--- src/rtl/seq_axi_write_arbiter_if.sv ---
// Requester-side and write-master-side signals of the write arbiter.
interface seq_axi_write_arbiter_if #(
  parameter int unsigned NUM_REQ    = 2,
  parameter int unsigned DATA_WIDTH = 32,
  parameter int unsigned ADDR_WIDTH = 32
);
  logic [NUM_REQ-1:0]            req_valid;
  logic [NUM_REQ-1:0]            req_ready;
  logic [NUM_REQ*DATA_WIDTH-1:0] req_wdata;
  logic [NUM_REQ*ADDR_WIDTH-1:0] req_waddr;
  logic [NUM_REQ*4-1:0]          req_wstrb;
  logic [NUM_REQ-1:0]            resp_valid;
  logic [NUM_REQ-1:0]            resp_error;
  logic [DATA_WIDTH-1:0]         m_axi_wdata;
  logic [ADDR_WIDTH-1:0]         m_axi_waddr;
  logic [3:0]                    m_axi_wstrb;
  logic                          m_axi_write;
  logic                          m_axi_write_busy;
  logic                          m_axi_write_failed;
  logic [1:0]                    grant_id;
  logic                          arb_busy;
  logic [15:0]                   fail_count;

  // Arbiter view: drives grants, responses and the write-master command port.
  modport master (
    input  req_valid, req_wdata, req_waddr, req_wstrb,
    input  m_axi_write_busy, m_axi_write_failed,
    output req_ready, resp_valid, resp_error,
    output m_axi_wdata, m_axi_waddr, m_axi_wstrb, m_axi_write,
    output grant_id, arb_busy, fail_count
  );

  // Environment view: requesters plus the write-master core.
  modport slave (
    output req_valid, req_wdata, req_waddr, req_wstrb,
    output m_axi_write_busy, m_axi_write_failed,
    input  req_ready, resp_valid, resp_error,
    input  m_axi_wdata, m_axi_waddr, m_axi_wstrb, m_axi_write,
    input  grant_id, arb_busy, fail_count
  );
endinterface

--- src/rtl/seq_axi_write_arbiter.sv ---
// Round-robin arbiter serializing single-beat writes from up to four
// requesters onto one write-master command port, with per-requester responses.
module seq_axi_write_arbiter #(
  parameter int unsigned NUM_REQ      = 2,
  parameter int unsigned DATA_WIDTH   = 32,
  parameter int unsigned ADDR_WIDTH   = 32,
  parameter int unsigned BUSY_TIMEOUT = 16
) (
  input  logic                    S_AXI_ACLK,
  input  logic                    S_AXI_ARESETN,
  seq_axi_write_arbiter_if.master bus
);
  localparam int unsigned CNT_W   = $clog2(BUSY_TIMEOUT + 1);
  localparam int unsigned GID_W   = 2;
  localparam int unsigned MAX_REQ = 4;
  localparam int unsigned STRB_W  = 4;
  localparam int unsigned FCNT_W  = 16;

  typedef enum logic [1:0] {S_IDLE, S_ISSUE, S_WAIT_BUSY, S_WAIT_DONE} state_t;

  state_t              r_state;
  state_t              w_next_state;
  logic [GID_W-1:0]    r_last_grant;
  logic [GID_W-1:0]    r_grant_id;
  logic [CNT_W-1:0]    r_cnt;
  logic [DATA_WIDTH-1:0] r_wdata;
  logic [ADDR_WIDTH-1:0] r_waddr;
  logic [STRB_W-1:0]   r_wstrb;
  logic                r_write;
  logic                r_arb_busy;
  logic [NUM_REQ-1:0]  r_resp_valid;
  logic [NUM_REQ-1:0]  r_resp_error;
  logic [FCNT_W-1:0]   r_fail_count;

  logic [MAX_REQ-1:0]  w_valid_pad;
  logic [GID_W-1:0]    w_idx;
  logic [GID_W-1:0]    w_winner;
  logic                w_found;
  logic                w_take;
  logic                w_timeout;
  logic                w_done;
  logic [NUM_REQ-1:0]  w_ready;
  logic [NUM_REQ-1:0]  w_owner_oh;
  logic                w_resp_set;
  logic                w_resp_err;

  // Round-robin search: first valid requester strictly after the last grant.
  always_comb begin
    w_valid_pad = MAX_REQ'(bus.req_valid);
    w_found     = 1'b0;
    w_winner    = r_last_grant;
    w_idx       = r_last_grant;
    for (int unsigned k = 1; k <= NUM_REQ; k++) begin
      w_idx = GID_W'((32'(r_last_grant) + k) % NUM_REQ);
      if (!w_found && w_valid_pad[w_idx]) begin
        w_found  = 1'b1;
        w_winner = w_idx;
      end
    end
    w_take = (r_state == S_IDLE) && !bus.m_axi_write_busy && w_found;
  end

  // State register.
  always_ff @(posedge S_AXI_ACLK or negedge S_AXI_ARESETN) begin
    if (!S_AXI_ARESETN) begin
      r_state <= S_IDLE;
    end else begin
      r_state <= w_next_state;
    end
  end

  // Next-state logic, including completion and timeout detection.
  always_comb begin
    w_next_state = r_state;
    w_timeout    = 1'b0;
    w_done       = 1'b0;
    case (r_state)
      S_IDLE: begin
        if (w_take) w_next_state = S_ISSUE;
      end
      S_ISSUE: begin
        w_next_state = S_WAIT_BUSY;
      end
      S_WAIT_BUSY: begin
        if (bus.m_axi_write_busy) begin
          w_next_state = S_WAIT_DONE;
        end else if (r_cnt == CNT_W'(BUSY_TIMEOUT - 1)) begin
          // Last allowed cycle without busy: counter would reach the limit.
          w_timeout    = 1'b1;
          w_next_state = S_IDLE;
        end
      end
      S_WAIT_DONE: begin
        if (!bus.m_axi_write_busy) begin
          w_done       = 1'b1;
          w_next_state = S_IDLE;
        end
      end
      default: w_next_state = S_IDLE;
    endcase
  end

  // Output decode: combinational grant plus next values of the response flags.
  always_comb begin
    w_ready    = w_take ? (NUM_REQ'(1) << w_winner) : '0;
    w_owner_oh = NUM_REQ'(1) << r_grant_id;
    w_resp_set = w_timeout || w_done;
    w_resp_err = w_timeout || (w_done && bus.m_axi_write_failed);
  end

  // Registered command port, responses, timeout counter and failure count.
  always_ff @(posedge S_AXI_ACLK or negedge S_AXI_ARESETN) begin
    if (!S_AXI_ARESETN) begin
      r_last_grant <= GID_W'(NUM_REQ - 1);
      r_grant_id   <= '0;
      r_cnt        <= '0;
      r_wdata      <= '0;
      r_waddr      <= '0;
      r_wstrb      <= '0;
      r_write      <= 1'b0;
      r_arb_busy   <= 1'b0;
      r_resp_valid <= '0;
      r_resp_error <= '0;
      r_fail_count <= '0;
    end else begin
      r_write      <= (w_next_state == S_ISSUE);
      r_arb_busy   <= (w_next_state != S_IDLE);
      r_resp_valid <= w_resp_set ? w_owner_oh : '0;
      r_resp_error <= w_resp_err ? w_owner_oh : '0;
      if (w_take) begin
        r_wdata      <= bus.req_wdata[w_winner*DATA_WIDTH +: DATA_WIDTH];
        r_waddr      <= bus.req_waddr[w_winner*ADDR_WIDTH +: ADDR_WIDTH];
        r_wstrb      <= bus.req_wstrb[w_winner*STRB_W +: STRB_W];
        r_grant_id   <= w_winner;
        r_last_grant <= w_winner;
      end
      if (r_state == S_ISSUE) begin
        r_cnt <= '0;
      end else if (r_state == S_WAIT_BUSY && !bus.m_axi_write_busy) begin
        r_cnt <= r_cnt + CNT_W'(1);
      end
      if (w_resp_err && (r_fail_count != {FCNT_W{1'b1}})) begin
        r_fail_count <= r_fail_count + FCNT_W'(1);
      end
    end
  end

  assign bus.req_ready   = w_ready;
  assign bus.resp_valid  = r_resp_valid;
  assign bus.resp_error  = r_resp_error;
  assign bus.m_axi_wdata = r_wdata;
  assign bus.m_axi_waddr = r_waddr;
  assign bus.m_axi_wstrb = r_wstrb;
  assign bus.m_axi_write = r_write;
  assign bus.grant_id    = r_grant_id;
  assign bus.arb_busy    = r_arb_busy;
  assign bus.fail_count  = r_fail_count;

endmodule

--- src/flat_wrapper.sv ---
// flat-port wrapper written by rule: the top's interface ports become plain ports
module seq_axi_write_arbiter_flat 
#(
  parameter int unsigned NUM_REQ      = 2,
  parameter int unsigned DATA_WIDTH   = 32,
  parameter int unsigned ADDR_WIDTH   = 32,
  parameter int unsigned BUSY_TIMEOUT = 16
)
  (S_AXI_ACLK, S_AXI_ARESETN, bus_req_valid, bus_req_wdata, bus_req_waddr, bus_req_wstrb, bus_m_axi_write_busy, bus_m_axi_write_failed, bus_req_ready, bus_resp_valid, bus_resp_error, bus_m_axi_wdata, bus_m_axi_waddr, bus_m_axi_wstrb, bus_m_axi_write, bus_grant_id, bus_arb_busy, bus_fail_count);
  seq_axi_write_arbiter_if #(.NUM_REQ(NUM_REQ), .DATA_WIDTH(DATA_WIDTH), .ADDR_WIDTH(ADDR_WIDTH)) bus_i ();
  input  logic S_AXI_ACLK;
  input  logic S_AXI_ARESETN;
  input wire logic [$bits(bus_i.req_valid)-1:0] bus_req_valid;
  input wire logic [$bits(bus_i.req_wdata)-1:0] bus_req_wdata;
  input wire logic [$bits(bus_i.req_waddr)-1:0] bus_req_waddr;
  input wire logic [$bits(bus_i.req_wstrb)-1:0] bus_req_wstrb;
  input wire logic [$bits(bus_i.m_axi_write_busy)-1:0] bus_m_axi_write_busy;
  input wire logic [$bits(bus_i.m_axi_write_failed)-1:0] bus_m_axi_write_failed;
  output wire logic [$bits(bus_i.req_ready)-1:0] bus_req_ready;
  output wire logic [$bits(bus_i.resp_valid)-1:0] bus_resp_valid;
  output wire logic [$bits(bus_i.resp_error)-1:0] bus_resp_error;
  output wire logic [$bits(bus_i.m_axi_wdata)-1:0] bus_m_axi_wdata;
  output wire logic [$bits(bus_i.m_axi_waddr)-1:0] bus_m_axi_waddr;
  output wire logic [$bits(bus_i.m_axi_wstrb)-1:0] bus_m_axi_wstrb;
  output wire logic [$bits(bus_i.m_axi_write)-1:0] bus_m_axi_write;
  output wire logic [$bits(bus_i.grant_id)-1:0] bus_grant_id;
  output wire logic [$bits(bus_i.arb_busy)-1:0] bus_arb_busy;
  output wire logic [$bits(bus_i.fail_count)-1:0] bus_fail_count;
  assign bus_i.req_valid = bus_req_valid;
  assign bus_i.req_wdata = bus_req_wdata;
  assign bus_i.req_waddr = bus_req_waddr;
  assign bus_i.req_wstrb = bus_req_wstrb;
  assign bus_i.m_axi_write_busy = bus_m_axi_write_busy;
  assign bus_i.m_axi_write_failed = bus_m_axi_write_failed;
  assign bus_req_ready = bus_i.req_ready;
  assign bus_resp_valid = bus_i.resp_valid;
  assign bus_resp_error = bus_i.resp_error;
  assign bus_m_axi_wdata = bus_i.m_axi_wdata;
  assign bus_m_axi_waddr = bus_i.m_axi_waddr;
  assign bus_m_axi_wstrb = bus_i.m_axi_wstrb;
  assign bus_m_axi_write = bus_i.m_axi_write;
  assign bus_grant_id = bus_i.grant_id;
  assign bus_arb_busy = bus_i.arb_busy;
  assign bus_fail_count = bus_i.fail_count;
  seq_axi_write_arbiter #(.NUM_REQ(NUM_REQ), .DATA_WIDTH(DATA_WIDTH), .ADDR_WIDTH(ADDR_WIDTH), .BUSY_TIMEOUT(BUSY_TIMEOUT)) u_core (.S_AXI_ACLK(S_AXI_ACLK), .S_AXI_ARESETN(S_AXI_ARESETN), .bus(bus_i));
endmodule
--- config.mk ---
export PLATFORM = sky130hd
export DESIGN_NAME = seq_axi_write_arbiter_flat
export DESIGN_NICKNAME = d
export VERILOG_FILES = /design/src/rtl/seq_axi_write_arbiter_if.sv /design/src/rtl/seq_axi_write_arbiter.sv /design/src/flat_wrapper.sv
export SDC_FILE = /design/constraint.sdc
export NUM_CORES = 1
export LEC_CHECK = 0
export CAP_MARGIN = 20
export CELL_PAD_IN_SITES_DETAIL_PLACEMENT = 0
export CELL_PAD_IN_SITES_GLOBAL_PLACEMENT = 2
export CORE_UTILIZATION = 23
export CTS_CLUSTER_SIZE = 14
export DETAILED_ROUTE_END_ITERATION = 6
export PLACE_DENSITY_LB_ADDON = 0.1
export SYNTH_ARGS = -nofsm -noshare
export SYNTH_HDL_FRONTEND = slang
export SYNTH_SLANG_ARGS = --single-unit
--- constraint.sdc ---
create_clock -name S_AXI_ACLK -period 2.2 [get_ports S_AXI_ACLK]
set_clock_uncertainty 0.1 [all_clocks]
set_input_delay 0.44 -clock S_AXI_ACLK [delete_from_list [all_inputs] [get_ports S_AXI_ACLK]]
set_output_delay 0.44 -clock S_AXI_ACLK [all_outputs]
set_load 0.02 [all_outputs]
Yosys cells after proc, flatten, opt, wreduce, memory -nomap -nowiden
Cells that the tools add are included.
{ "word_totals": {"reg_bits": 101, "latchBits": 0, "mem_bits_rw": 0, "mem_bits_ro": 0, "inputBits": 142, "output_inout_bits": 94, "word_cells": 65, "mem_count": 0} }
{ "op_classes": {"add_sub_neg": 4, "multipliers": 0, "div": 0, "n_lt_le_gt_ge": 2, "eq_ne": 6, "n_shift": 5, "muxes": 23, "bitwise": 0, "reduce_logical": 13} }
{ "op_table": {"columns": ["op", "count"], "rows": [
  ["$shiftx A64 B8 Y32", 2],
  ["$mux W2", 9],
  ["$add A16 B1 Y16 const B", 1],
  ["$ne A16 B16 Y1 const B", 1],
  ["$mux W1", 11],
  ["$mux W5", 2],
  ["$pmux W2 S4", 1],
  ["$shiftx A8 B5 Y4", 1],
  ["$logic_and A1 B1 Y1", 6],
  ["$lt A1 B3 Y1 const B", 2],
  ["$add A5 B1 Y5 const B", 1],
  ["$eq A5 B4 Y1 const B", 1],
  ["$eq A2 B1 Y1 const B", 2],
  ["$eq A2 B2 Y1 const B", 2],
  ["$reduce_bool A2 Y1", 2],
  ["$shl A1 B2 Y2 const A", 2],
  ["$add A1 B1 Y1 const B", 2],
  ["$logic_not A1 Y1", 2],
  ["$logic_not A2 Y1", 1],
  ["$logic_or A1 B1 Y1", 2]
]} }

Depth between registers and ports, before layout
{ "logic_depth": {"depth_word": 11, "mapped_depth": 7, "mapped_depth_nobuf": 7} }

Least setup slack after synthesis
Ideal clock, no wire load.
{ "synth_path": {"kind": "input to output", "from": "in bus_m_axi_write_busy", "to": "out bus_req_ready[0]", "arrival_time_ns": 1.623, "required_ns": 1.660, "slack_ns": 0.037, "cell_stages": 6, "path_buffers": 3, "path_cell_list": "or4_1 buf_2 buf_6 buf_6 inv_2 and2_1"} }
{ "synth_between": {"elab_chain_len": 4} }
{ "synth_rtl": {"columns": ["item", "line_no", "text"], "rows": [
  ["start: declaration", "flat_wrapper.sv:17", "input wire logic [$bits(bus_i.m_axi_write_busy)-1:0] bus_m_axi_write_busy;"],
  ["$logic_not A1 Y1", "seq_axi_write_arbiter.sv:60", "w_take = (r_state == S_IDLE) && !bus.m_axi_write_busy && w_found;"],
  ["$logic_and A1 B1 Y1 (2 in series)", "seq_axi_write_arbiter.sv:60", null],
  ["$mux W2", "seq_axi_write_arbiter.sv:105", "w_ready = w_take ? (NUM_REQ'(1) << w_winner) : '0;"],
  ["end: declaration", "flat_wrapper.sv:19", "output wire logic [$bits(bus_i.req_ready)-1:0] bus_req_ready;"]
]} }
No other way between the ends.

Worst setup path after layout
{ "layout_path": {"from": "reg u_core.r_state[1]", "to": "out bus_req_ready[0]"} }
{ "layout_between": {"elab_chain_len": 4} }
{ "layout_rtl": {"columns": ["item", "line_no", "text"], "rows": [
  ["start: declaration", "seq_axi_write_arbiter.sv:21", "state_t r_state;"],
  ["start signal: assignment", "seq_axi_write_arbiter.sv:68", "r_state <= w_next_state;"],
  ["$logic_not A2 Y1", "seq_axi_write_arbiter.sv:60", null],
  ["$logic_and A1 B1 Y1 (2 in series)", "seq_axi_write_arbiter.sv:60", null],
  ["$mux W2", "seq_axi_write_arbiter.sv:105", null]
]} }
No other way between the ends.

==> flow_summary.ini <==
[synth]
avgSynthCellArea_um2 = 10.7
synth.top_cells.by_count = dfrtp_1 (99), nand2_1 (80), mux2i_1 (69)
synth_edf_count = 0
ys.flop_type = dfrtp_1
async_flop_share_pct = 100
ys_seq_elements = 100
yosys_warnings = 0
yosysSeqAreaShare_pct = 53.4
syn_area_mm2 = 0.00469
yosysTopAreaCell = dfrtp_1
synth.area.top_cells = dfrtp_1 (53%), mux2i_1 (15%), nand2_1 (6.4%)
synth_cell_types = 44
synthDominantCellAreaShare_pct = 52.9
netlist_instances = 436
synth_fp_nets = 581
synth_most_common_cell = dfrtp_1

[worst_setup_path]
cpMostUsedCell = buf_6
slowest_delay_ns = 0.58
rrSetupSlack_ns = 0.13
setup.worst_path.start_class = register
critPathKind = register to output port
ff2ff_path_depth = 7
endpoint_kind = output port
cpMaxStageDelayCell = or4_4
critPathArrivalTime_ns = 1.73
worst-path-buf-inv = 3
path_max_fanout = 3
r2r_start = u_core.r_cnt[1]
path_depth = 5
cp_data_required_time_ns = 1.66
cp_top_family = simple AND/OR/NAND/NOR gates
path_cells = or4_4 -> buf_6 -> inv_2 -> and2_4 -> buf_6
r2r-end = u_core.bus.fail_count[10]

[drt]
ant_nets = 0
maxUsedRoutingLayer = met4
wl_met2_mm = 6.84
finalWirelength_mm = 14.3
via_count = 3965
drt_iter0_drc = 118
dr_wl_met3_mm = 1.16
wl_per_cell_um = 15.1
via_per_inst = 4.19
route.detailed.drc = 0
wl_met1_mm = 6.15
drt-pass1-iter-count = 4

[timing]
grt_setup_unrepaired = true
hold_viol = 0
finalMaxSlewViolations = 0
relSlewSlack_pct = 57.7
max_freq_ghz = 0.441
final.setup.worst_slack_ns = -0.0661
period_needed_ns = 2.27
whs_ns = 0.0316
setup-violations-final = 1
fin_crit_sh_pct = 103
tightest_slew_ns = 0.634

[min_path]
hold_class = input port to asynchronous set/reset pin

[die]
boundaryPins = 236
core_mm2 = 0.0197
die_area_mm2 = 0.0209
fp-row-count = 51
start_util_pct = 23.8
die_h_um = 145
die_w_um = 145

[placed_design]
io_buffers = 235
gp_congestion = 0.699
place_ws_ns = -0.616
place_hpwl_mm = 10.7
dpl_cell_area_mm2 = 0.00740

[power]
pwr-share-comb_pct = 49.0
powerDensity_mw_per_mm2 = 1120
ir_worst_vdd_mv = 0.491
p_switching_mw = 3.26
power.internal_mw = 5.42
clockPowerShare_pct = 17.2
power_leakage_nw = 3.41
power_frac_seq_pct = 33.8
fin_total_pwr_mw = 8.68
sw_frac_of_total_pct = 37.5

[global_route]
grt_pass1_wl_mm = 20.8
grt-ovfl-total = 0
grt_max_degree = 101
antenna_found_initial = 0
grt_pass1_vias = 3943
grt_usage_pct = 13.3

[finish]
area_growth_pct = 64.6
postLayoutCellArea_mm2 = 0.00771
antennaDiodeCount = 0
fin_nets = 822
drive_above_1_share_pct = 8.80

[job]
drv_cap = 0

[run_status]
violations = negative setup slack
status = finished, violations left

[clocking]
clockBufferDepth = 2
cts_tree = done
numCtsBuffers = 9
cts_htree_levels = 3
clock_latency_ns = 0.34
cts_sinks = 100
path_clk_slew_ns = 0.07
root_buffer = clkbuf_16
==> registers in the layout, summed over array words and instances (netlist names) <==
| signal | cells |
|---|---|
| u_core.r_cnt | 5 |
| u_core.bus.grant_id | 2 |
| u_core.bus.resp_valid | 2 |
| u_core.r_state | 2 |
| u_core.bus.m_axi_write | 1 |
| u_core.bus.m_axi_wstrb | 4 |
| u_core.r_last_grant | 1 |
| u_core.bus.m_axi_wdata | 32 |
| u_core.bus.fail_count | 16 |
| u_core.bus.arb_busy | 1 |
| u_core.bus.m_axi_waddr | 32 |
| u_core.bus.resp_error | 2 |
==> power by group through the flow <==
| stage | Combinational, mW | Clock, mW | Sequential, mW |
|---|---|---|---|
| floorplan | 1.38 | 0 | 3.73 |
| global placement | 4.29 | 0 | 2.96 |
| detailed placement | 4.33 | 0 | 2.98 |
| CTS | 4.34 | 1.56 | 2.95 |
| global route | 4.61 | 1.63 | 3.04 |
| finish | 4.26 | 1.49 | 2.93 |
==> cell families after synthesis <==
logic type | Yosys count | share of synthesized area (%)
flops | 100 | 53.4
compound gates | 86 | 9.59
mux | 74 | 16.0
simple gates | 130 | 13.7
buf+inv | 31 | 4.22
fa+ha+maj | 3 | 0.801
xor+xnor | 12 | 2.24
==> timing repair <==
item,4_1_cts,5_1_grt
cloned,0,0
gates resized for setup,12,5
endpoints found under the setup margin,2,7
hold buffers,0,0
buffers inserted,0,1
pin swaps,1,1
==> worst reg2reg max path, cell delays in order (launching register included) <==
cell     delay [ns]
dfrtp_1        0.42
ha_2           0.20
and3_1         0.19
ha_1           0.19
mux2_2         0.29
nor4b_4        0.14
nand3_1        0.12
mux2_1         0.32
==> stage by stage <==
stage / std cells / TNS (ns) / utilization (%)
after detailed placement: 930 / -14.32 / 37.6
after CTS: 946 / -0.101 / 38.9
final: 947 / -0.0661 / 39.1
after floorplan: 436 / 0 / -
after global placement: 930 / -11.74 / 37.6
after global routing: 947 / -0.158 / 39.1
==> worst max path at each step <==
stage / from / slack, ns / to
floorplan: bus_m_axi_write_busy / 0.04 / bus_req_ready[0]
detailed placement: bus_m_axi_write_busy / -0.62 / bus_req_ready[1]
global route: u_core.r_state[1] / -0.12 / bus_req_ready[0]
finish: u_core.r_state[1] / -0.07 / bus_req_ready[0]
global placement: bus_m_axi_write_busy / -0.60 / bus_req_ready[1]
CTS: u_core.r_state[0] / -0.10 / bus_req_ready[0]
==> area by class of cell <==
class | count | area, µm²
fill | 1925 | 12000
timing repair buffer | 257 | 2560
sequential | 100 | 2500
multi-input combinational | 305 | 2030
tap | 265 | 332
clock buffer | 12 | 246
clock inverter | 4 | 25.0
inverter | 4 | 15.0
==> per-layer routing <==
layer | GRT usage, % | vias up
met5 | 0 | -
met4 | 3.99 | 0
met3 | 4.34 | 10
met2 | 22.3 | 155
met1 | 16.3 | 1805
li1 | - | 1995
==> layout by cell type, fill, tap and decap left out, types with 4 or more instances in the layout <==
| cell type | n |
|---|---|
| nor2_1 | 5 |
| nand4_1 | 5 |
| mux2i_1 | 69 |
| nand3_1 | 4 |
| o21ai_1 | 21 |
| nor3_1 | 8 |
| clkdlybuf4s50_1 | 229 |
| clkbuf_16 | 9 |
| buf_12 | 4 |
| nand2_1 | 80 |
| dfrtp_1 | 99 |
| o21ai_0 | 56 |
| xor2_1 | 10 |
| buf_4 | 19 |
No activity file was read; power rests on OpenSTA's default activity.
